[config.mk]
export PLATFORM = sky130hd
export DESIGN_NAME = dmux_stream
export DESIGN_NICKNAME = d
export VERILOG_FILES = /design/src/rtl/dmux_stream.sv
export SDC_FILE = /design/constraint.sdc
export NUM_CORES = 1
export LEC_CHECK = 0
export BUFFER_PORTS_ARGS = -buffer_cell sky130_fd_sc_hd__clkbuf_2
export CORE_MARGIN = 8
export CORE_UTILIZATION = 25
export DETAILED_ROUTE_END_ITERATION = 6
export GPL_ROUTABILITY_DRIVEN = 0
export SYNTH_ARGS = -nofsm -noshare
export SYNTH_HDL_FRONTEND = slang
export SYNTH_SLANG_ARGS = --single-unit
[constraint.sdc]
create_clock -name clk -period 2.5 [get_ports clk]
set_input_delay 0.25 -clock clk [delete_from_list [all_inputs] [get_ports clk]]
set_output_delay 0.25 -clock clk [all_outputs]
set_load 0.01 [all_outputs]
[src/rtl/dmux_stream.sv]
// rtl/dmux_stream.sv - one-to-N stream demultiplexer with per-channel output registers
//
// Purpose: routes each accepted input word to one channel (sel) or to every
// channel (bcast). Each channel holds a one-entry output register. Words sent
// to a non-existent channel are accepted, discarded and counted.
//
// Ports:
//   clk, rst_n          clock, asynchronous active-low reset
//   in_data/in_valid    input word and its valid
//   in_ready            input accepted this cycle (combinational)
//   sel, bcast          destination channel / broadcast to all channels
//   out_data            channel i at bits [i*WIDTH +: WIDTH]
//   out_valid/out_ready per-channel handshake
//   drop_count          saturating count of words dropped for an illegal sel
//   err                 one-cycle pulse following each drop
module dmux_stream #(
    parameter int WIDTH    = 16,
    parameter int CHANNELS = 4,
    parameter int SEL_W    = 4
) (
    input  logic                      clk,
    input  logic                      rst_n,
    input  logic [WIDTH-1:0]          in_data,
    input  logic                      in_valid,
    output logic                      in_ready,
    input  logic [SEL_W-1:0]          sel,
    input  logic                      bcast,
    output logic [CHANNELS*WIDTH-1:0] out_data,
    output logic [CHANNELS-1:0]       out_valid,
    input  logic [CHANNELS-1:0]       out_ready,
    output logic [7:0]                drop_count,
    output logic                      err
);

    // One extra bit so CHANNELS == 2**SEL_W still compares correctly.
    localparam logic [SEL_W:0] NUM_CH = (SEL_W + 1)'(CHANNELS);

    logic                sel_legal;
    logic [CHANNELS-1:0] can_acc;
    logic [CHANNELS-1:0] sel_hit;
    logic [CHANNELS-1:0] load;
    logic                xfer;
    logic                drop;

    assign sel_legal = ({1'b0, sel} < NUM_CH);

    // A channel can take a word if it is empty or is draining this edge.
    assign can_acc = ~out_valid | out_ready;

    // One-hot decode of sel; all zero when sel names no channel.
    always_comb begin
        sel_hit = '0;
        for (int i = 0; i < CHANNELS; i++) begin
            sel_hit[i] = ({1'b0, sel} == (SEL_W + 1)'(i));
        end
    end

    // Broadcast waits for every channel so a partial broadcast never happens.
    // Illegal destinations are always ready so the word can be discarded.
    always_comb begin
        in_ready = 1'b1;
        if (bcast) begin
            in_ready = &can_acc;
        end else if (sel_legal) begin
            in_ready = |(sel_hit & can_acc);
        end
    end

    assign xfer = in_valid & in_ready;
    assign drop = xfer & ~bcast & ~sel_legal;
    assign load = xfer ? (bcast ? {CHANNELS{1'b1}} : sel_hit) : '0;

    always_ff @(posedge clk or negedge rst_n) begin
        if (!rst_n) begin
            out_valid  <= '0;
            out_data   <= '0;
            drop_count <= '0;
            err        <= 1'b0;
        end else begin
            for (int i = 0; i < CHANNELS; i++) begin
                // A load wins over a drain, so a channel can pass one word per cycle.
                if (load[i]) begin
                    out_valid[i]                 <= 1'b1;
                    out_data[i*WIDTH +: WIDTH]   <= in_data;
                end else if (out_ready[i]) begin
                    out_valid[i]                 <= 1'b0;
                end
            end
            err <= drop;
            if (drop && (drop_count != 8'hFF)) begin
                drop_count <= drop_count + 8'd1;
            end
        end
    end

endmodule

; ---- Word level (Yosys, flattened, before mapping)
; Cells that the tools add are included.
[totals]
n_memories = 0
word_cells = 44
rom_bits = 0
ram_bits = 0
output_inout_bits = 78
ff_bits = 77
latchBits = 0
[classes]
reduce_logical = 8
mux = 12
n_shift = 0
n_eq_ne = 4
n_mul = 0
n_addsub = 1
bitwise = 8
n_lt_le_gt_ge = 1
n_div = 0
[op_table]
columns = operator, count
row1 = 1-bit two-way mux, 10
row2 = "8-bit by 1-bit adder with 8-bit output, second input constant", 1
row3 = "4-bit by 2-bit equality test with 1-bit output, second input constant", 2
row4 = 4-bit two-way mux, 2
row5 = "8-bit inequality test, second input constant", 1
row6 = 2-bit nonzero test, 4
row7 = 4-bit AND, 1
row8 = "4-bit by 1-bit equality test with 1-bit output, second input constant", 1
row9 = 4-bit zero test, 1
row10 = "4-bit by 3-bit less-than comparator with 1-bit output, second input constant", 1
row11 = 4-bit inverter, 1
row12 = 4-bit bitwise OR, 1
row13 = 4-bit AND reduction, 1
row14 = 4-bit OR reduction, 1
row15 = 1-bit AND, 3
row16 = 1-bit inverter, 2
row17 = 1-bit logical AND, 1

; ---- Longest topological paths before layout
; Gate-level depths: netlist (run 1).
[logic_depth]
word_depth = 10
depth_mapped = 5

; ---- Worst setup path before layout (run 1)
; No wires, ideal clock.
[synth_timing]
kind = register to register
startpoint = reg out_valid[3]
endpoint = reg out_data[23]
t_required_ns = 2.375
slack_ns = 0.378
t_arrival_ns = 1.997
stages_incl_launch_ff = 6
synth_period_minus_slack_ns = 2.122
setup_time_ns = 0.125
cell_sequence = dfrtp_1 -> nor2b_1 -> o41a_1 -> a211oi_4 -> buf_8 -> mux2_4
[synth_between]
elab_chain_cells = 8
elab_cells_between_ends = 9
cone_classes = 3 x mux / 4 x bitwise / 2 x reduce/logical
[synth_rtl]
columns = element, line
row1 = start: declaration, 29  ; output logic [CHANNELS-1:0] out_valid,
row2 = start signal: assignment, 75  ; out_valid <= '0;
row3 = start signal: indexed assignment, 83  ; out_valid[i] <= 1'b1;
row4 = start signal: indexed assignment, 86  ; out_valid[i] <= 1'b0;
row5 = 4-bit inverter *, 48  ; assign can_acc = ~out_valid | out_ready;
row6 = 4-bit bitwise OR *, 48
row7 = 4-bit AND, 65  ; in_ready = |(sel_hit & can_acc);
row8 = 4-bit OR reduction, 65
row9 = 1-bit two-way mux, 64  ; end else if (sel_legal) begin
row10 = 1-bit two-way mux *, 62  ; if (bcast) begin
row11 = 1-bit AND *, 69  ; assign xfer = in_valid & in_ready;
row12 = 4-bit two-way mux *, 71  ; assign load = xfer ? (bcast ? {CHANNELS{1'b1}} : sel_hit) : '0;
row13 = end signal: indexed assignment, 84  ; out_data[i*WIDTH +: WIDTH] <= in_data;
row14 = end: declaration, 28  ; output logic [CHANNELS*WIDTH-1:0] out_data,
; Mark *: on every way between the ends. The rest lies on a longest branch, timed or not.
; A chain may end at the register's enable or synchronous reset.

; ---- Worst setup path after layout (run 1)
[layout_timing]
startpoint = reg out_valid[3]
endpoint = out in_ready
[layout_between]
elab_chain_cells = 6
elab_cells_between_ends = 7
cone_classes = 2 x mux / 3 x bitwise / 2 x reduce/logical
[layout_rtl]
columns = element, line
row1 = 4-bit inverter *, 48
row2 = 4-bit bitwise OR *, 48
row3 = 4-bit AND, 65
row4 = 4-bit OR reduction, 65
row5 = 1-bit two-way mux, 64
row6 = 1-bit two-way mux *, 62
row7 = end: declaration, 25  ; output logic in_ready,
; Marked as above.

==> results of run 1 <==
path summary, 6_finish.rpt:
path | startpoint | to | slack, ns | cells after the start
worst min register to register | out_data[40]$_DFFE_PN0P_ | out_data[40]$_DFFE_PN0P_ | 0.51 | 1
max in group asynchronous | rst_n | drop_count[3]$_DFFE_PN0P_ | 1.81 | 1
worst min-delay path | rst_n | out_data[60]$_DFFE_PN0P_ | 0.07 | 1
min in group clk | in_data[8] | out_data[8]$_DFFE_PN0P_ | 0.20 | 2
worst max-delay path | out_valid[3]$_DFFE_PN0P_ | in_ready | 0.40 | 4
worst max register to register | out_valid[3]$_DFFE_PN0P_ | out_data[38]$_DFFE_PN0P_ | 0.43 | 5
kinds of logic (layout without fill, tap and decap cells):
group	after synthesis	count (layout)
adder cells (fa/ha/maj)	1	1
XOR/XNOR	6	6
multiplexers	66	66
buffers and inverters	4	129
AND/OR/NAND/NOR	31	31
AO/OA/AOI/OAI	13	13
flip-flops	77	77
power by group through the flow:
stage | Sequential [mW] | Clock, mW | Combinational, mW
finish | 1.77 | 1.14 | 1.11
global route | 1.81 | 1.25 | 1.21
CTS | 1.77 | 1.19 | 1.14
detailed placement | 1.79 | 0 | 1.14
global placement | 1.78 | 0 | 1.12
floorplan | 1.90 | 0 | 0.496
Yosys cell counts (all sizes together):
library cell	n
nand3	3
a211oi	4
buf	4
nor2	1
xnor2	6
mux2	66
o21ba	1
and3	2
nand4	4
or2b	1
or2	4
nand2	1
and2	2
dfrtp	77
nand2b	3
a21oi	1
nor3b	1
o41a	1
nor2b	4
o221a	1
and4	1
o21ai	4
a22oi	1
nor4	1
nor4b	2
ha	1
and4bb	1
flip-flops by register name, indices dropped and copies added (netlist names):
register	flops
err	1
out_valid	4
out_data	64
drop_count	8
stage by stage:
step	util, %	hold WS [ns]	total power, mW	cells
6_report	32.9	0.0726	4.02	499
5_1_grt	32.9	0.161	4.27	499
4_1_cts	32.9	0.112	4.10	499
3_5_place_dp	31.0	0.476	2.93	483
3_3_place_gp	31.0	0.464	2.90	483
2_1_floorplan	-	-0.0456	2.39	198
routing by layer:
layer / global-route usage (%) / part of all wire, % / vias up
li1: - / - / 953
met1: 11.6 / 44 / 1045
met2: 15.3 / 46 / 72
met3: 4.50 / 8.3 / 10
met4: 4.05 / 1.5 / 0
met5: 0 / 0 / -
area by class of cell:
class	instances	area (um2)
Fill cell	1305	8780
Clock buffer	14	244
Sequential cell	77	1930
Timing Repair Buffer	113	588
Clock inverter	2	10.0
Multi-Input combinational cell	117	1320
Tap cell	176	220
==> metrics.log, run 1 <==
INFO  metric run_status = finished clean
INFO  metric yosysTopAreaCellShare = between 50% and 60%
INFO  metric synth-xor-area-share = between 1.5 and 2%
INFO  metric worst_pin_slew = between 0.9 and 1 ns
INFO  metric cts.reportedPaths.clkPinSlew = around 0.05 ns
INFO  metric netlist_area = about 0.0033 mm2
INFO  metric postCtsHoldBufs = 0
INFO  metric critical-path-slowest-cell = o41a_1
INFO  metric cts_resized = 0
INFO  metric crit_arrival = 1.85 ns
INFO  metric largest_family_of_logic_cells_by_synthesized_area = multiplexers
INFO  metric grt_pass1_vias = 2282
INFO  metric vdd_drop_max = between 0.5 and 0.6 mV
INFO  metric dieWidth = 131 um
INFO  metric synthSimpleGateAreaFrac = under 10%
INFO  metric hold_class = in2async
INFO  metric cp_data_required_time = 2.25 ns
INFO  metric largest_net_degree_at_the_start_of_global_routing = between 70 and 80
INFO  metric bufs_on_longest_clock_path = 2
INFO  metric synth_cells = a little under 200
INFO  metric finalMaxSlewViolations = 0
INFO  metric p_int = 2.82 mW
INFO  metric grt_setup_unrepaired = no
INFO  metric post_synth.cell_area_avg = around 17 um2
INFO  metric sequential_to_total_area_share_from_yosys_stat = slightly below 60%
INFO  metric cts-htree-levels = 3
INFO  metric critical_path_class = reg2out
INFO  metric cts_inserted_buffers = 9
INFO  metric max_cap_viol_count = 0
INFO  metric synth_top_cell_by_area = dfrtp_1
INFO  metric period_share = a little over four fifths
INFO  metric clock.fmax = 477 MHz
INFO  metric sw_frac_of_total = 29.8%
INFO  metric final-setup-viol-count = 0
INFO  metric fp.coreArea = approximately 0.013 mm2
INFO  metric power_frac_seq = approximately 44%
INFO  metric start_util = roughly 25%
INFO  metric insertion_delay = 0.34 ns
INFO  metric drt-vias-per-instance = ~4.2
INFO  metric critical_path.top_delay_family = compound AO/OA/AOI/OAI gates
INFO  metric wirelength = roughly 8.1 mm
INFO  metric yosysWarnings = 0
INFO  metric critical_path_peak_fanout = 5
INFO  metric postSynthRegisterBits = slightly below 80
INFO  metric areaGrowthSynthToFinish = 30.4%
INFO  metric tritoncts = built
INFO  metric root_buffer = clkbuf_16
INFO  metric worst_path_largest_cell_delay = about 0.58 ns
INFO  metric buffer_ports.inserted = between 100 and 150
INFO  metric synth_fa_ha_area_share = 0.379%
INFO  metric p_sw = roughly 1.2 mW
INFO  metric grt_antenna_before_repair = 0
INFO  metric total_overflow_reported_by_the_global_router = 0
INFO  metric critical_path_source_type = flop
INFO  metric wire_per_inst = ~16 um
INFO  metric route.antenna.remaining_nets = 0
INFO  metric pwr_density_cell = around 930 mW/mm2
INFO  metric pwr-share-comb = 27.7%
INFO  metric post-route-worst-setup-slack = 0.404 ns
INFO  metric synth.net_count = 227
INFO  metric gr-usage-all-layers = under 10%
INFO  metric slew_headroom = a little over a third
INFO  metric mostFrequentLayoutCells = 104 x clkbuf_2, 77 x dfrtp_1, 36 x mux2_4
INFO  metric hold_viol_final = 0
INFO  metric drc_errors = 0
INFO  metric postPlaceCellArea = slightly above 0.004 mm2
INFO  metric fin_area = ~0.0043 mm2
INFO  metric synth.area.mux_share = a little over a quarter
INFO  metric skew = 0.00299 ns
INFO  metric layout_cells_sized_above_1 = a little over three fifths
INFO  metric via_count = ~2100
INFO  metric pwr-share-clk = between 20 and 30%
INFO  metric fp.dieArea = roughly 0.017 mm2
INFO  metric die_height = between 100 and 150 um
INFO  metric synth_compound_gate_area_share = under 10%
INFO  metric wire_length_of_the_first_global_routing_pass = 12.6 mm
INFO  metric post_synth_num_cell_types = 29
INFO  metric leakage = slightly above 2 nW
INFO  metric clock_sink_count = 77
INFO  metric detailedPlace.worstSlack = 0.407 ns
INFO  metric ys_top_cells_by_area = dfrtp_1 58%, mux2_4 16%, mux2_2 10%
INFO  metric detail_route.iter0.violations = between 60 and 70
INFO  metric std_cell_rows = 42
INFO  metric layout_commonest_cell = clkbuf_2
INFO  metric hpwlAfterDp = 5.93 mm
INFO  metric setup-tns-final = 0 ns
INFO  metric dr.pass1.iters = 3
INFO  metric timing.critical_path.cells = nor2b_1, o41a_1, a21oi_1, clkbuf_2
INFO  metric fin_nets = ~350
INFO  metric antenna_cells = 0
INFO  metric io_pins = approximately 110
INFO  metric postCtsSetupBuffers = 0
INFO  metric timing.final.crit_period = roughly 2.1 ns
INFO  metric worstSetupEndpointType = output port
INFO  metric worst-path-buf-inv = 1
(Power assumes the default switching activity.)
==> inputs of run 2 (changes only) <==
==> constraint.sdc (replaced) <==
create_clock -name clk -period 2 [get_ports clk]
set_input_delay 0.2 -clock clk [delete_from_list [all_inputs] [get_ports clk]]
set_output_delay 0.2 -clock clk [all_outputs]
set_load 0.01 [all_outputs]
==> run 2 against run 1 <==
Compared with the run above:
- the run now ends with setup timing left
- routed wire length rose by 11%
- setup slack got worse by 0.41 ns
- final cell count rose by 4.4%
- combinational power rose by 46%
- flip-flop and latch count did not move
- clock power rose by 62%
- sequential power rose by 25%
- via count rose by 4.8%
- design area rose by 13%
==> metrics.log, run 2 (synthesis gave the netlist of run 1 again) <==
INFO  metric startpoint_of_the_worst_slack_reg_to_reg_timing_path = out_valid[1]$_DFFE_PN0P_
INFO  metric skew = 0.00277 ns (-0.000222 ns)
INFO  metric layout_cells_sized_above_1 = 66.4% (+3.2 points)
INFO  metric crit_arrival = 2.22 ns (+0.37 ns)
INFO  metric rrSetupSlack = -0.003 ns (-0.43 ns)
INFO  metric finalMaxSlewViolations = 0 (unchanged)
INFO  metric worstSetupEndpointType = flop
INFO  metric largest_net_degree_at_the_start_of_global_routing = 42 (-46%)
INFO  metric fin_nets = 369 (+6.3%)
INFO  metric leakage = 2.35 nW (+16%)
INFO  metric cts.reportedPaths.clkPinSlew = 0.06 ns (about the same)
INFO  metric std_cell_rows = 42 (unchanged)
INFO  metric fp.dieArea = 0.0171 mm2 (unchanged)
INFO  metric drt-vias-per-instance = 4.18 (+0.38%)
INFO  metric route.antenna.remaining_nets = 0 (unchanged)
INFO  metric layout_top_registers = out_data (64), drop_count (8), out_valid (4)
INFO  metric cts_inserted_buffers = 9 (unchanged)
INFO  metric critical-path-slowest-cell = o41a_1
INFO  metric dr.pass1.iters = 4 (+1)
INFO  metric power.total = 5.69 mW (+42%)
INFO  metric number_of_filler_instances_in_the_final_layout = 1250 (-4.2%)
INFO  metric areaGrowthSynthToFinish = 47.3%
INFO  metric period_share = 100%
INFO  metric gr-usage-all-layers = 10.2% (+0.33 points)
INFO  metric min_from = in_data[15]
INFO  metric vdd_drop_max = 0.494 mV (-14%)
INFO  metric number_of_cells_in_the_finished_layout_apart_from_fillers = 521 (+4.4%)
INFO  metric pwr_density_cell = 1170 mW/mm2 (+25%)
INFO  metric fp.coreArea = 0.0131 mm2 (unchanged)
INFO  metric cp_data_required_time = 2.21 ns (-0.04 ns)
INFO  metric drc_errors = 0 (unchanged)
INFO  metric timing.critical_path.cells = nor2b_4, o41a_1, buf_6, a211oi_4, buf_12, clkbuf_16, mux2_4
INFO  metric critical_path_peak_fanout = 8 (+3)
INFO  metric slew_headroom = 65.1% (+29 points)
INFO  metric critical_path.top_delay_family = compound AO/OA/AOI/OAI gates
INFO  metric tritoncts = built
INFO  metric via_count = 2180 (+4.8%)
INFO  metric layout_commonest_cell = clkbuf_2
INFO  metric start_util = 25.2% (unchanged)
INFO  metric grt_antenna_before_repair = 0 (unchanged)
INFO  metric root_buffer = clkbuf_16
INFO  metric largest_register_ffs = 64 (unchanged)
INFO  metric worst-r2r-cell-count = 7 (+2)
INFO  metric hold_viol_final = 0 (unchanged)
INFO  metric clock_sink_count = 77 (unchanged)
INFO  metric worst_pin_slew = 0.519 ns (-0.446 ns)
INFO  metric violations = setup timing
INFO  metric registers.top_by_ff_count = out_data
INFO  metric whs_endpoint = out_data[31]$_DFFE_PN0P_
INFO  metric post-route-worst-setup-slack = -0.00324 ns (-0.407 ns)
INFO  metric grt_pass1_vias = 2312 (+1.3%)
INFO  metric holdPathStages = 2
INFO  metric run_status = finished, violations left
INFO  metric hold_class = in2reg
INFO  metric die_height = 131 um (unchanged)
INFO  metric worst-path-buf-inv = 3 (+2)
INFO  metric wirelength = 8.99 mm (+11%)
INFO  metric io_pins = 106 (unchanged)
INFO  metric total_overflow_reported_by_the_global_router = 0 (unchanged)
INFO  metric wire_length_of_the_first_global_routing_pass = 13.0 mm (+2.9%)
INFO  metric cts-htree-levels = 3 (unchanged)
INFO  metric buffer_ports.inserted = 105 (unchanged)
INFO  metric worst_hold_slack = 0.157 ns (+0.0848 ns)
INFO  metric timing.final.crit_period = about 2 ns
INFO  metric dieWidth = 131 um (unchanged)
INFO  metric placed_cells_incl_taps = 490 (+1.4%)
INFO  metric mostFrequentLayoutCells = 104 x clkbuf_2, 77 x dfrtp_1, 64 x mux2_4
INFO  metric max_cap_viol_count = 0 (unchanged)
INFO  metric hpwlAfterDp = 5.97 mm (+0.71%)
INFO  metric clock.fmax = between 400 and 500 MHz
INFO  metric r2r-end = out_data[9]$_DFFE_PN0P_
INFO  metric critical_path_class = reg2reg
INFO  metric fin_util = 37.2% (+4.3 points)
INFO  metric final-setup-viol-count = 2 (+2)
INFO  metric detail_route.iter0.violations = 33 (-49%)
INFO  metric wire_per_inst = 17.3 um (+6.6%)
INFO  metric antenna_cells = 0 (unchanged)
INFO  metric insertion_delay = 0.33 ns (about the same)
INFO  metric grt_setup_unrepaired = yes
INFO  metric critical_path_source_type = flop
INFO  metric worst_path_largest_cell_delay = 0.43 ns (-0.15 ns)
INFO  metric bufs_on_longest_clock_path = 2 (unchanged)
-- run 2: cell types whose count changed in the layout (fill, tap and decap cells not counted), moves of 3 or more --
cell       previous run  this run
buf_12                0         6
buf_4                 9        12
buf_6                 0         6
bufinv_16             0         3
clkbuf_1              5         2
clkbuf_16             9        13
mux2_2               30         2
mux2_4               36        64
-- run 2: worst max path at each step --
stage / start / end / cells after the start
finish: out_valid[1]$_DFFE_PN0P_ / out_data[9]$_DFFE_PN0P_ / 7
global route: out_valid[1]$_DFFE_PN0P_ / out_data[61]$_DFFE_PN0P_ / 7
CTS: out_valid[1]$_DFFE_PN0P_ / out_data[58]$_DFFE_PN0P_ / 7
detailed placement: out_valid[3]$_DFFE_PN0P_ / out_data[45]$_DFFE_PN0P_ / 5
global placement: out_valid[3]$_DFFE_PN0P_ / out_data[63]$_DFFE_PN0P_ / 5
floorplan: out_valid[3]$_DFFE_PN0P_ / out_data[23]$_DFFE_PN0P_ / 5
-- run 2: repair_timing --
action | 4_1_cts | 5_1_grt
setup buffers | 4 | 6
pin swaps | 2 | 2
hold buffers | 1 | 0
gates cloned | 1 | 4
hold endpoints to repair | 36 | 0
endpoints found under the setup margin | 64 | 64
resized for setup | 17 | 25
-- run 2: final cells by class --
class | instances | area [um2] | share of cell area, %
tap | 176 | 220 | 4.53
clock buffer | 12 | 246 | 5.07
multi-input combinational | 117 | 1440 | 29.5
sequential | 77 | 1930 | 39.6
clock inverter | 4 | 95.1 | 1.96
timing repair buffer | 135 | 938 | 19.3
-- run 2: metal layers --
| layer | global-route usage [%] | wire (um) | vias to the layer above |
|---|---|---|---|
| li1 | - | - | 996 |
| met1 | 12.2 | 4010 | 1094 |
| met2 | 15.7 | 4080 | 78 |
| met3 | 4.38 | 741 | 12 |
| met4 | 4.32 | 155 | 0 |
| met5 | 0 | 0 | - |
-- run 2: worst reg2reg max path, cell delays in order (launching register included) --
cell and delay [ns]:
dfrtp_1 0.37, nor2b_4 0.13, o41a_1 0.43, buf_6 0.16
a211oi_4 0.19, buf_12 0.15, clkbuf_16 0.16, mux2_4 0.30
-- run 2: stage by stage --
step	area [um2]	setup slack, ns	TNS (ns)
2_1_floorplan	3300	-0.122	-4.38
3_3_place_gp	4170	-0.0549	-1.39
3_5_place_dp	4170	-0.0790	-2.54
4_1_cts	4640	-0.0480	-0.447
5_1_grt	4860	-0.0765	-2.66
6_report	4860	-0.00324	-0.00501
-- run 2: report_power, final --
part | total [mW] | switching [mW] | internal (mW)
logic | 1.62 | 0.692 | 0.923
registers | 2.22 | 0.269 | 1.95
clock network | 1.85 | 0.604 | 1.25
total | 5.69 | 1.56 | 4.12
==> inputs of run 3 (changes only) <==
--- a/config.mk
+++ b/config.mk
@@ -6,7 +6,7 @@
 export NUM_CORES = 1
 export LEC_CHECK = 0
 export BUFFER_PORTS_ARGS = -buffer_cell sky130_fd_sc_hd__clkbuf_2
-export CORE_MARGIN = 8
+export CORE_MARGIN = 2
 export CORE_UTILIZATION = 25
 export DETAILED_ROUTE_END_ITERATION = 6
 export GPL_ROUTABILITY_DRIVEN = 0
==> constraint.sdc (replaced) <==
create_clock -name clk -period 2.25 [get_ports clk]
set_input_delay 0.225 -clock clk [delete_from_list [all_inputs] [get_ports clk]]
set_output_delay 0.225 -clock clk [all_outputs]
set_load 0.1 [all_outputs]
==> run 3 against run 2 <==
Compared with the run above:
- the flow now finishes without violations
- via count decreased by 2.8%
- count of clock-buffer cells in the layout unchanged
- critical path depth decreased by 3
- global-route usage increased by 1.2 points
- utilization decreased by 2.0 points
==> metrics.log, run 3 (synthesis gave the netlist of run 1 again) <==
INFO  metric run_status = finished clean
INFO  metric drt-vias-per-instance = 4.26 (+1.7%)
INFO  metric clock.fmax = 461 MHz
INFO  metric dr.pass1.iters = 4 (unchanged)
INFO  metric worst_hold_slack = 0.169 ns (+0.0112 ns)
INFO  metric cts.reportedPaths.clkPinSlew = 0.06 ns (about the same)
INFO  metric io_pins = 106 (unchanged)
INFO  metric die_height = 119 um (-9.2%)
INFO  metric placed_cells_incl_taps = 481 (-1.8%)
INFO  metric number_of_filler_instances_in_the_final_layout = 1239 (-0.88%)
INFO  metric fp.coreArea = 0.0128 mm2 (-2.4%)
INFO  metric wire_per_inst = 15.4 um (-11%)
INFO  metric antenna_cells = 0 (unchanged)
INFO  metric layout_top_registers = out_data (64), drop_count (8), out_valid (4)
INFO  metric largest_net_degree_at_the_start_of_global_routing = 41 (-2.4%)
INFO  metric max_cap_viol_count = 0 (unchanged)
INFO  metric mostFrequentLayoutCells = 103 x clkbuf_2, 71 x dfrtp_1, 36 x mux2_4
INFO  metric wirelength = 7.68 mm (-15%)
INFO  metric start_util = 25.8% (+0.62 points)
INFO  metric hold_viol_final = 0 (unchanged)
INFO  metric crit_arrival = 1.95 ns (-0.27 ns)
INFO  metric grt_pass1_vias = 2216 (-4.2%)
INFO  metric timing.critical_path.cells = nor2b_4, o41a_2, a21oi_4, buf_12
INFO  metric number_of_cells_in_the_finished_layout_apart_from_fillers = 498 (-4.4%)
INFO  metric wire_length_of_the_first_global_routing_pass = 12.3 mm (-5.1%)
INFO  metric top_signal_layer_used = met4
INFO  metric detail_route.iter0.violations = 97 (+190%)
INFO  metric slew_headroom = 63.2% (-1.9 points)
INFO  metric via_count = 2119 (-2.8%)
INFO  metric worst_path_largest_cell_delay = 0.61 ns (+0.18 ns)
INFO  metric critical_path_peak_fanout = 5 (-3)
INFO  metric fin_nets = 350 (-5.1%)
INFO  metric routed-wl-met2 = 3.64 mm (-11%)
INFO  metric skew = 0.00508 ns (+0.00232 ns)
INFO  metric grt_setup_unrepaired = no
INFO  metric critical-path-slowest-cell = o41a_2
INFO  metric dieWidth = 119 um (-9.2%)
INFO  metric cp_data_required_time = 2.03 ns (-0.18 ns)
INFO  metric min_from = in_data[1]
INFO  metric grt_antenna_before_repair = 0 (unchanged)
INFO  metric total_overflow_reported_by_the_global_router = 0 (unchanged)
INFO  metric final-setup-viol-count = 0 (-2)
INFO  metric startpoint_of_the_worst_slack_reg_to_reg_timing_path = out_valid[3]$_DFFE_PN0P_
INFO  metric setup-tns-final = 0 ns (+0.00501 ns)
INFO  metric timing.final.crit_period = between 2 and 2.5 ns
INFO  metric insertion_delay = 0.33 ns (about the same)
INFO  metric critical_path_class = reg2out
INFO  metric std_cell_rows = 41 (-2.4%)
INFO  metric root_buffer = clkbuf_16
INFO  metric finalMaxSlewViolations = 0 (unchanged)
INFO  metric route.antenna.remaining_nets = 0 (unchanged)
INFO  metric route.layer.met1.wl = 3.37 mm (-16%)
INFO  metric buffer_ports.inserted = 105 (unchanged)
INFO  metric hold_class = in2reg
INFO  metric period_share = 96.5%
INFO  metric drc_errors = 0 (unchanged)
INFO  metric fp.dieArea = 0.0141 mm2 (-17%)
INFO  metric registers.top_by_ff_count = out_data
INFO  metric layout_commonest_cell = clkbuf_2
INFO  metric fin_area = 0.00449 mm2 (-7.7%)
INFO  metric wl_met3 = 547 um (-26%)
INFO  metric cts-htree-levels = 3 (unchanged)
INFO  metric critical_path_source_type = flop
INFO  metric crit_path_start = out_valid[3]$_DFFE_PN0P_
INFO  metric rrSetupSlack = 0.09 ns (+0.09 ns)
INFO  metric clock_sink_count = 77 (unchanged)
INFO  metric areaGrowthSynthToFinish = 35.9%
INFO  metric tritoncts = built
INFO  metric gr-usage-all-layers = 11.4% (+1.2 points)
INFO  metric worst_pin_slew = 0.555 ns (+0.0361 ns)
INFO  metric worstSetupEndpointType = output port
INFO  metric postPlaceCellArea = 0.00416 mm2 (about the same)
INFO  metric largest_register_ffs = 64 (unchanged)
INFO  metric bufs_on_longest_clock_path = 2 (unchanged)
INFO  metric cts_inserted_buffers = 9 (unchanged)
INFO  metric hpwlAfterDp = 5.61 mm (-6.0%)
INFO  metric layout_cells_sized_above_1 = 67.8% (+1.4 points)
-- run 3: critical path: cells and delay by family, from the launching register on --
kind	cells	cell delay [ns]
compound gates	2	0.81
buf+inv	1	0.19
flops	1	0.48
simple gates	1	0.13
-- run 3: path summary, 6_finish.rpt --
| path | depth (start not counted) | end |
|---|---|---|
| worst max-delay path | 4 | in_ready |
| max in group asynchronous | 3 | out_data[2]$_DFFE_PN0P_ |
| worst max register to register | 5 | out_data[15]$_DFFE_PN0P_ |
| min in group asynchronous | 2 | out_data[56]$_DFFE_PN0P_ |
| worst min register to register | 1 | drop_count[0]$_DFFE_PN0P_ |
| worst min-delay path | 2 | out_data[33]$_DFFE_PN0P_ |
-- run 3: cell type report --
cell class / count / area (um2) / share of cell area (%)
timing repair buffer: 116 / 678 / 15.1
clock buffer: 12 / 267 / 5.94
sequential: 77 / 1940 / 43.2
tap: 172 / 215 / 4.80
clock inverter: 4 / 45.0 / 1.00
multi-input combinational: 117 / 1340 / 29.9
-- run 3: per-stage QoR --
stage | utilization [%] | setup slack (ns)
finish | 35.1 | 0.0796
global route | 35.1 | 0.0288
CTS | 35.1 | 0.0206
detailed placement | 32.6 | 0.0599
global placement | 32.6 | 0.0780
floorplan | - | -0.139
-- run 3: routing by layer --
layer,vias up,global-route usage (%)
li1,966,-
met1,1066,14.1
met2,77,18.1
met3,10,4.41
met4,0,4.09
met5,-,0
-- run 3: timing repair --
item,in CTS,in global routing
hold endpoints to repair,37,0
buffers inserted,0,0
resized for setup,0,1
hold buffers,1,0
setup endpoints to repair,0,1
Power of run 3 is not shown: default switching activity piles up to over one toggle a cycle in this logic, so the estimate is an artifact.
